`src/rtl/serial_fir_seq.sv`:
```
// Sequencer for the time-multiplexed serial FIR.
// Zero-fills the circular delay line after reset, writes each accepted sample,
// then walks one shared MAC through the active taps and flags the result.
// Every output is a register loaded from the next-state decode, so the
// outputs always describe the state being entered.
module serial_fir_seq #(
   parameter int NTAPS   = 5,
   parameter int AW      = 3,
   parameter int MAC_LAT = 1
) (
   input  logic          clk,
   input  logic          rst,
   input  logic          in_valid,
   input  logic [AW-1:0] cfg_taps,
   input  logic          clr_ovr,
   output logic          in_ready,
   output logic          wr_en,
   output logic          wr_zero,
   output logic [AW-1:0] wr_addr,
   output logic [AW-1:0] rd_addr,
   output logic [AW-1:0] c_addr,
   output logic          mac_clr,
   output logic          mac_en,
   output logic          out_valid,
   output logic          overrun
);

   localparam logic [2:0] S_CLEAR = 3'd0;
   localparam logic [2:0] S_IDLE  = 3'd1;
   localparam logic [2:0] S_WRITE = 3'd2;
   localparam logic [2:0] S_MAC   = 3'd3;
   localparam logic [2:0] S_DRAIN = 3'd4;
   localparam logic [2:0] S_DONE  = 3'd5;

   // Tap counter is one bit wider than an address so it can hold NTAPS itself.
   localparam int KW = AW + 1;
   localparam int LW = (MAC_LAT > 1) ? $clog2(MAC_LAT) : 1;

   localparam logic [KW-1:0] NTAPS_K  = KW'(NTAPS);
   localparam logic [KW-1:0] K_ONE    = KW'(1);
   localparam logic [AW-1:0] A_LAST   = AW'(NTAPS - 1);
   localparam logic [AW-1:0] A_ONE    = AW'(1);
   localparam logic [LW-1:0] LAT_LAST = LW'((MAC_LAT > 0) ? (MAC_LAT - 1) : 0);
   localparam logic [LW-1:0] L_ONE    = LW'(1);

   // Address of the sample k taps older than the newest one, wrapping modulo NTAPS.
   function automatic logic [AW-1:0] tap_addr(input logic [AW-1:0] p, input logic [KW-1:0] k);
      logic [KW:0] sum_v;
      sum_v = {2'b00, p} + {1'b0, NTAPS_K} - {1'b0, k};
      if (sum_v >= {1'b0, NTAPS_K}) begin
         sum_v = sum_v - {1'b0, NTAPS_K};
      end else begin
         sum_v = sum_v;
      end
      return sum_v[AW-1:0];
   endfunction

   // Circular pointer advance, modulo NTAPS.
   function automatic logic [AW-1:0] ptr_inc(input logic [AW-1:0] p);
      if (p == A_LAST) begin
         return {AW{1'b0}};
      end else begin
         return p + A_ONE;
      end
   endfunction

   // Out-of-range tap counts (0 or above NTAPS) fall back to the full filter.
   function automatic logic [KW-1:0] eff_taps(input logic [AW-1:0] cfg);
      logic [KW-1:0] c_v;
      c_v = {1'b0, cfg};
      if ((c_v == {KW{1'b0}}) || (c_v > NTAPS_K)) begin
         return NTAPS_K;
      end else begin
         return c_v;
      end
   endfunction

   logic [2:0]    state_r, state_s;
   logic [AW-1:0] ptr_r, ptr_s;
   logic [KW-1:0] k_r, k_s;
   logic [KW-1:0] ktaps_r, ktaps_s;
   logic [LW-1:0] lat_r, lat_s;
   logic          in_ready_r, in_ready_s;
   logic          wr_en_r, wr_en_s;
   logic          wr_zero_r, wr_zero_s;
   logic [AW-1:0] wr_addr_r, wr_addr_s;
   logic [AW-1:0] rd_addr_r, rd_addr_s;
   logic [AW-1:0] c_addr_r, c_addr_s;
   logic          mac_clr_r, mac_clr_s;
   logic          mac_en_r, mac_en_s;
   logic          out_valid_r, out_valid_s;
   logic          ovr_r, ovr_s;

   // Next-state and next-output decode; k_r always holds the next tap to issue.
   always_comb begin
      state_s     = state_r;
      ptr_s       = ptr_r;
      k_s         = k_r;
      ktaps_s     = ktaps_r;
      lat_s       = lat_r;
      in_ready_s  = 1'b0;
      wr_en_s     = 1'b0;
      wr_zero_s   = 1'b0;
      wr_addr_s   = wr_addr_r;
      rd_addr_s   = rd_addr_r;
      c_addr_s    = c_addr_r;
      mac_clr_s   = 1'b0;
      mac_en_s    = 1'b0;
      out_valid_s = 1'b0;
      case (state_r)
         S_CLEAR: begin
            if (k_r < NTAPS_K) begin
               wr_en_s   = 1'b1;
               wr_zero_s = 1'b1;
               wr_addr_s = k_r[AW-1:0];
               k_s       = k_r + K_ONE;
            end else begin
               state_s    = S_IDLE;
               k_s        = {KW{1'b0}};
               in_ready_s = 1'b1;
            end
         end
         S_IDLE: begin
            if (in_valid) begin
               state_s   = S_WRITE;
               ktaps_s   = eff_taps(cfg_taps);
               k_s       = {KW{1'b0}};
               wr_en_s   = 1'b1;
               wr_addr_s = ptr_r;
               mac_clr_s = 1'b1;
            end else begin
               in_ready_s = 1'b1;
            end
         end
         S_WRITE: begin
            state_s   = S_MAC;
            mac_en_s  = 1'b1;
            c_addr_s  = k_r[AW-1:0];
            rd_addr_s = tap_addr(ptr_r, k_r);
            k_s       = k_r + K_ONE;
         end
         S_MAC: begin
            if (k_r < ktaps_r) begin
               mac_en_s  = 1'b1;
               c_addr_s  = k_r[AW-1:0];
               rd_addr_s = tap_addr(ptr_r, k_r);
               k_s       = k_r + K_ONE;
            end else if (MAC_LAT > 0) begin
               state_s = S_DRAIN;
               lat_s   = {LW{1'b0}};
            end else begin
               state_s     = S_DONE;
               out_valid_s = 1'b1;
            end
         end
         S_DRAIN: begin
            if (lat_r == LAT_LAST) begin
               state_s     = S_DONE;
               out_valid_s = 1'b1;
            end else begin
               lat_s = lat_r + L_ONE;
            end
         end
         S_DONE: begin
            state_s    = S_IDLE;
            in_ready_s = 1'b1;
            ptr_s      = ptr_inc(ptr_r);
         end
         default: begin
            state_s = S_CLEAR;
            k_s     = {KW{1'b0}};
         end
      endcase
   end

   // Sticky overrun: a strobe while not ready sets it, and setting beats clearing.
   always_comb begin
      if (in_valid && !in_ready_r) begin
         ovr_s = 1'b1;
      end else if (clr_ovr) begin
         ovr_s = 1'b0;
      end else begin
         ovr_s = ovr_r;
      end
   end

   // State and output registers; reset aborts any sample in flight.
   always_ff @(posedge clk or negedge rst) begin
      if (!rst) begin
         state_r     <= S_CLEAR;
         ptr_r       <= {AW{1'b0}};
         k_r         <= {KW{1'b0}};
         ktaps_r     <= {KW{1'b0}};
         lat_r       <= {LW{1'b0}};
         in_ready_r  <= 1'b0;
         wr_en_r     <= 1'b0;
         wr_zero_r   <= 1'b0;
         wr_addr_r   <= {AW{1'b0}};
         rd_addr_r   <= {AW{1'b0}};
         c_addr_r    <= {AW{1'b0}};
         mac_clr_r   <= 1'b0;
         mac_en_r    <= 1'b0;
         out_valid_r <= 1'b0;
         ovr_r       <= 1'b0;
      end else begin
         state_r     <= state_s;
         ptr_r       <= ptr_s;
         k_r         <= k_s;
         ktaps_r     <= ktaps_s;
         lat_r       <= lat_s;
         in_ready_r  <= in_ready_s;
         wr_en_r     <= wr_en_s;
         wr_zero_r   <= wr_zero_s;
         wr_addr_r   <= wr_addr_s;
         rd_addr_r   <= rd_addr_s;
         c_addr_r    <= c_addr_s;
         mac_clr_r   <= mac_clr_s;
         mac_en_r    <= mac_en_s;
         out_valid_r <= out_valid_s;
         ovr_r       <= ovr_s;
      end
   end

   assign in_ready  = in_ready_r;
   assign wr_en     = wr_en_r;
   assign wr_zero   = wr_zero_r;
   assign wr_addr   = wr_addr_r;
   assign rd_addr   = rd_addr_r;
   assign c_addr    = c_addr_r;
   assign mac_clr   = mac_clr_r;
   assign mac_en    = mac_en_r;
   assign out_valid = out_valid_r;
   assign overrun   = ovr_r;

endmodule

```
`config.mk`:
```
export PLATFORM = sky130hd
export DESIGN_NAME = serial_fir_seq
export DESIGN_NICKNAME = d
export VERILOG_FILES = /design/src/rtl/serial_fir_seq.sv
export SDC_FILE = /design/constraint.sdc
export NUM_CORES = 1
export LEC_CHECK = 0
export ABC_AREA = 1
export CORE_MARGIN = 2
export CORE_UTILIZATION = 45
export CTS_CLUSTER_DIAMETER = 150
export DETAILED_ROUTE_END_ITERATION = 10
export GPL_TIMING_DRIVEN = 1
export HOLD_SLACK_MARGIN = 0.1
export PLACE_DENSITY = 0.72
export SKIP_CTS_REPAIR_TIMING = 1
export SLEW_MARGIN = 10
export SYNTH_ARGS = -nofsm -noshare
export SYNTH_HDL_FRONTEND = slang
export SYNTH_SLANG_ARGS = --single-unit
```
`constraint.sdc`:
```
create_clock -name clk -period 2 [get_ports clk]
set_input_delay 0.4 -clock clk [delete_from_list [all_inputs] [get_ports clk]]
set_output_delay 0.4 -clock clk [all_outputs]
set_load 0.05 [all_outputs]
```
**Word level (Yosys, flattened, before mapping)**

Index checks and enable logic that the tools add are counted.

- Bits in registers: 31
- Input port bits: 7
- Output and inout bits: 16

- Bitwise gates (word level): 1
- Add/subtract/negate cells: 6
- Order comparisons: 4
- Equal/unequal tests: 12
- Reduce and logical (&&, ||, !) cells: 16
- Mux-type cells: 36

Operator list:

| cell | count |
|---|---|
| $mux 3 | 11 |
| $pmux 4 s5 | 1 |
| $pmux 3 s2 | 3 |
| $pmux 3 s6 | 1 |
| $mux 1 | 13 |
| $mux 4 | 3 |
| $ne 2x2->1 const B | 6 |
| $eq 3x3->1 const B | 3 |
| $reduce_bool 2->1 | 4 |
| $eq 3x2->1 const B | 2 |
| $logic_not 3->1 | 2 |
| $pmux 1 s2 | 3 |
| $reduce_and 2->1 | 3 |
| $reduce_and 3->1 | 2 |
| $ge 5x3->1 const B | 1 |
| $sub 4x4->5 | 1 |
| $add 3x3->4 const B | 1 |
| $add 4x1->4 const B | 1 |
| $lt 4x3->1 const B | 1 |
| $lt 4x4->1 | 1 |
| $reduce_and 4->1 | 1 |
| $add 3x1->3 const B | 1 |
| $eq 3x1->1 const B | 1 |
| $gt 3x3->1 const B | 1 |
| 8 further kinds | 8 |

**Longest topological paths before layout**

- Depth in word-level cells: 6
- Depth in mapped cells: 14

**Worst setup path after synthesis**

OpenSTA, ideal clock, no wires.

- Kind: register to register
- Start: register k_r[1]
- End: register rd_addr_r[2] (netlist: rd_addr[2])
- Cell stages (with the launch flop): 11
- Required time: 1.882 ns
- Clock period less this slack: 2.043 ns
- Arrival time: 1.924 ns
- Setup slack: -0.043 ns
- Cell sequence: dfrtp_1 ha_1 inv_1 ha_1 fa_1 xnor2_1 nand3_1 nand2_1 nand2_1 nand2_1 nand2_1

- Word-level cells in the longest chain between the ends: 5
- Elaborated cells on any way between the ends: 9
- Those cells by class: 2 x add/sub; 2 x order compare; 1 x eq/ne; 3 x mux; 1 x reduce/logical

RTL lines:

| what | RTL line | text |
|---|---|---|
| start: declaration | 80 | `logic [KW-1:0] k_r, k_s;` |
| start signal: assignment | 192 | `k_r <= {KW{1'b0}};` |
| start signal: assignment | 208 | `k_r <= k_s;` |
| $sub 4x4->5 | 49 | `sum_v = {2'b00, p} + {1'b0, NTAPS_K} - {1'b0, k};` |
| $ge 5x3->1 or $sub 3x3->3 (tied branches) | 50, 51 |  |
| $mux 3 | 50 | `if (sum_v >= {1'b0, NTAPS_K}) begin` |
| $mux 3 | 143 | `if (k_r < ktaps_r) begin` |
| $pmux 3 s2 | 110 | `case (state_r)` |
| end signal: assignment | 199 | `rd_addr_r <= {AW{1'b0}};` |
| end signal: assignment | 215 | `rd_addr_r <= rd_addr_s;` |
| end: declaration | 87 | `logic [AW-1:0] rd_addr_r, rd_addr_s;` |

Parallel ways exist; a longest one is shown, timed or not. The select of a mux whose other input is x is not followed.
A chain may end at the register's enable or synchronous reset.

**Final worst setup path**

- Start: register ptr_r[1]
- End: register rd_addr_r[1] (netlist: rd_addr[1])

- Word-level cells in the longest chain between the ends: 6
- Elaborated cells on any way between the ends: 7
- Those cells by class: 3 x add/sub; 1 x order compare; 3 x mux

RTL lines:

| what | RTL line | text |
|---|---|---|
| start: declaration | 79 | `logic [AW-1:0] ptr_r, ptr_s;` |
| start signal: assignment | 191 | `ptr_r <= {AW{1'b0}};` |
| start signal: assignment | 207 | `ptr_r <= ptr_s;` |
| $add 3x3->4 (*) | 49 |  |
| $sub 4x4->5 (*) | 49 |  |
| $ge 5x3->1 or $sub 3x3->3 (tied branches) | 50, 51 |  |
| $mux 3 (*) | 50 |  |
| $mux 3 | 143 |  |
| $pmux 3 s2 (*) | 110 |  |

Mark *: on every way between the ends. The rest lies on a longest branch, timed or not. The select of a mux whose other input is x is not followed.

==> impl_metrics.csv <==
group,metric,value,unit
cells_and_area,final_layout_size_suffix_gt1_share,13.87,%
drt,wl_per_cell,11.43,microns
timing,final_hold_viol_count,0,
timing,min_period,1994,ps
critical_path,cp_slowest_cell,"fa_2",
timing,maxSlewViolCount,0,
critical_path,cp_max_fo,4,
clocking,clk_pin_slew_worst_paths,60,ps
logic_synthesis,synth_cell_types,25,
clocking,cts.sinks,29,
critical_path,crit_required,2170,ps
drt,via_per_inst,4.864,
cells_and_area,diodes,0,
drt,ant_nets,0,
floorplan,chipHeight,65.04,microns
clocking,insertion_delay,280,ps
drt,drt-total-wl,3270,microns
critical_path,path_depth,11,
floorplan,fp.coreArea,3633,sq um
placement,port_buffers,22,
logic_synthesis,syn_avg_cell_area,8.259,sq um
cells_and_area,nNetsFinal,259,
logic_synthesis,yosysSeqAreaShare,43.28,%
drt,first_pass_iters,4,
logic_synthesis,synth.most_common_cell,"nand2_1",
critical_path,critPathTopFamily,"adder cells",
logic_synthesis,syn-num-nets,225,
critical_path,critPathCaptureType,"register",
floorplan,initial_core_util,46.14,%
clocking,cts_made_buffers,5,
logic_synthesis,synth_edf_count,0,
logic_synthesis,yosys_warnings,0,
timing,relSlewSlack,66.96,%
floorplan,ioPinCount,23,
timing,layout_setup_ws,6.174,ps
critical_path,arrival,2170,ps
logic_synthesis,synth_top_area_share,43.28,%
logic_synthesis,synth_area_leaders,"dfrtp_1 43%, nand2_1 12%, ha_1 10%",
logic_synthesis,netlist_area,1677,sq um
drt,drtIter0Drc,49,
logic_synthesis,syn_inst,203,
cells_and_area,syn_to_final_growth,25.90,%
placement,place_ws,-62.11,ps
timing,post-route-period-util,99.69,%
clocking,ctsLongestPathBuffers,2,
global_route,grt_pass1_wl,5623,microns
global_route,first_global_vias,1307,
critical_path,worstPathCellList,"inv_1, ha_1, inv_1, ha_2, fa_2, xnor2_4, nand3_2, nand2_1, nand2_1, nand2_1, nand2_1",
run,maxCapViolCount,0,
clocking,root_buffer,"clkbuf_8",
placement,finalWeightedCongestion,0.8268,
floorplan,die_area,4230,sq um
timing,timing.hold.ws,471.6,ps
timing,setup_viol,0,
outcome,status,"finished, final reports clean",
logic_synthesis,yosys.area.top_type,"dfrtp_1",
global_route,grt_max_degree,30,
critical_path,startpoint_type,"register",
drt,drc,0,
critical_path,criticalPathCategory,"register to register",
critical_path,max_stage_delay,410,ps
logic_synthesis,ys_ff_latch,29,
clocking,htree_levels,2,
global_route,antenna_found_initial,0,
min_path,hold_depth,1,
critical_path,cpMostUsedCell,"nand2_1",
timing,rsz0062_at_grt,"true",
critical_path,r2r_cells,11,
min_path,worstHoldPathType,"register to register",
global_route,track_usage,17.52,%
drt,dr_total_vias,1391,
timing,clock-skew-final,4.652,ps
clocking,cts_tree,"done",
critical_path,critPathBufInv,2,
placement,dp_hpwl,2403,microns
floorplan,num_rows,22,
logic_synthesis,synth_ff_type,"dfrtp_1",
logic_synthesis,synth_commonest_cells,"54 x nand2_1, 30 x inv_1, 29 x dfrtp_1",
floorplan,die_w,65.04,microns
timing,fmax,501.5,MHz
global_route,grt-ovfl-total,0,
logic_synthesis,async_reset_ff_share,100.0,%
timing,tightest_slew,494.1,ps
==> sequential cells by signal, indices dropped and copies added (netlist names) <==
signal	count
k_r	4
mac_en	1
wr_addr	3
wr_zero	1
ktaps_r	3
mac_clr	1
rd_addr	3
c_addr	3
wr_en	1
in_ready	1
ptr_r	3
state_r	3
out_valid	1
overrun	1
==> layer usage <==
metal / routed length [microns] / global-route usage (%)
met2: 1492 / 27.84
met4: 61 / 9.896
met3: 193 / 4.688
met1: 1523 / 21.52
met5: 0 / 0
==> cell type report <==
type / count / area [sq um]
fillers: 346 / 1523
multi-input cells: 140 / 849.6
flip-flops and latches: 29 / 725.7
repair buffers: 29 / 272.8
inverters: 32 / 120.1
clock buffers: 6 / 72.57
well taps: 48 / 60.06
clock inverters: 2 / 10.01
==> cell usage in the layout, fill, tap and decap left out, types with 2 or more instances in the layout <==
master	synthesis	final
nand2_1	54	53
inv_2	2	2
nand4_1	4	4
clkinv_2	0	2
dfrtp_1	29	29
nor2_4	2	2
inv_1	30	30
nor2_1	12	12
a21oi_1	7	7
nand3_1	17	16
o211ai_1	2	2
xnor2_1	3	2
nand2_2	3	4
buf_4	1	7
nor3_1	2	2
nor2_2	4	4
clkbuf_8	0	5
clkdlybuf4s50_1	0	22
o21ai_0	9	9
ha_1	14	13
==> stage by stage <==
step / instances / setup TNS (ps) / utilization, % / area [sq um]
after floorplan: 203 / 0 / - / 1684
after detailed placement: 277 / -172.2 / 54.96 / 1997
after global placement: 277 / 0 / 54.96 / 1997
final: 286 / 0 / 58.09 / 2111
after global routing: 286 / -363.4 / 58.09 / 2111
after CTS: 285 / -200.7 / 57.23 / 2079
==> logic make-up after synthesis <==
kind of cell	after synthesis	share of synthesized area [%]
buf+inv	34	7.911
fa+ha+maj	15	11.64
xor+xnor	3	1.567
compound gates	22	7.985
flops	29	43.28
simple gates	100	27.61
==> final timing paths <==
path	to	slack, ps	from
worst min-delay path	overrun	470	in_ready
min in group asynchronous	wr_addr[1]	510	rst
worst max-delay path	rd_addr[1]	6	ptr_r[1]
max in group asynchronous	ktaps_r[2]	1220	rst
worst min register to register	overrun	470	in_ready
worst max register to register	rd_addr[1]	6	ptr_r[1]
Power is left out: the tool's default activity adds up to more than one toggle a clock period on the data nets, which glitch-free logic cannot reach.
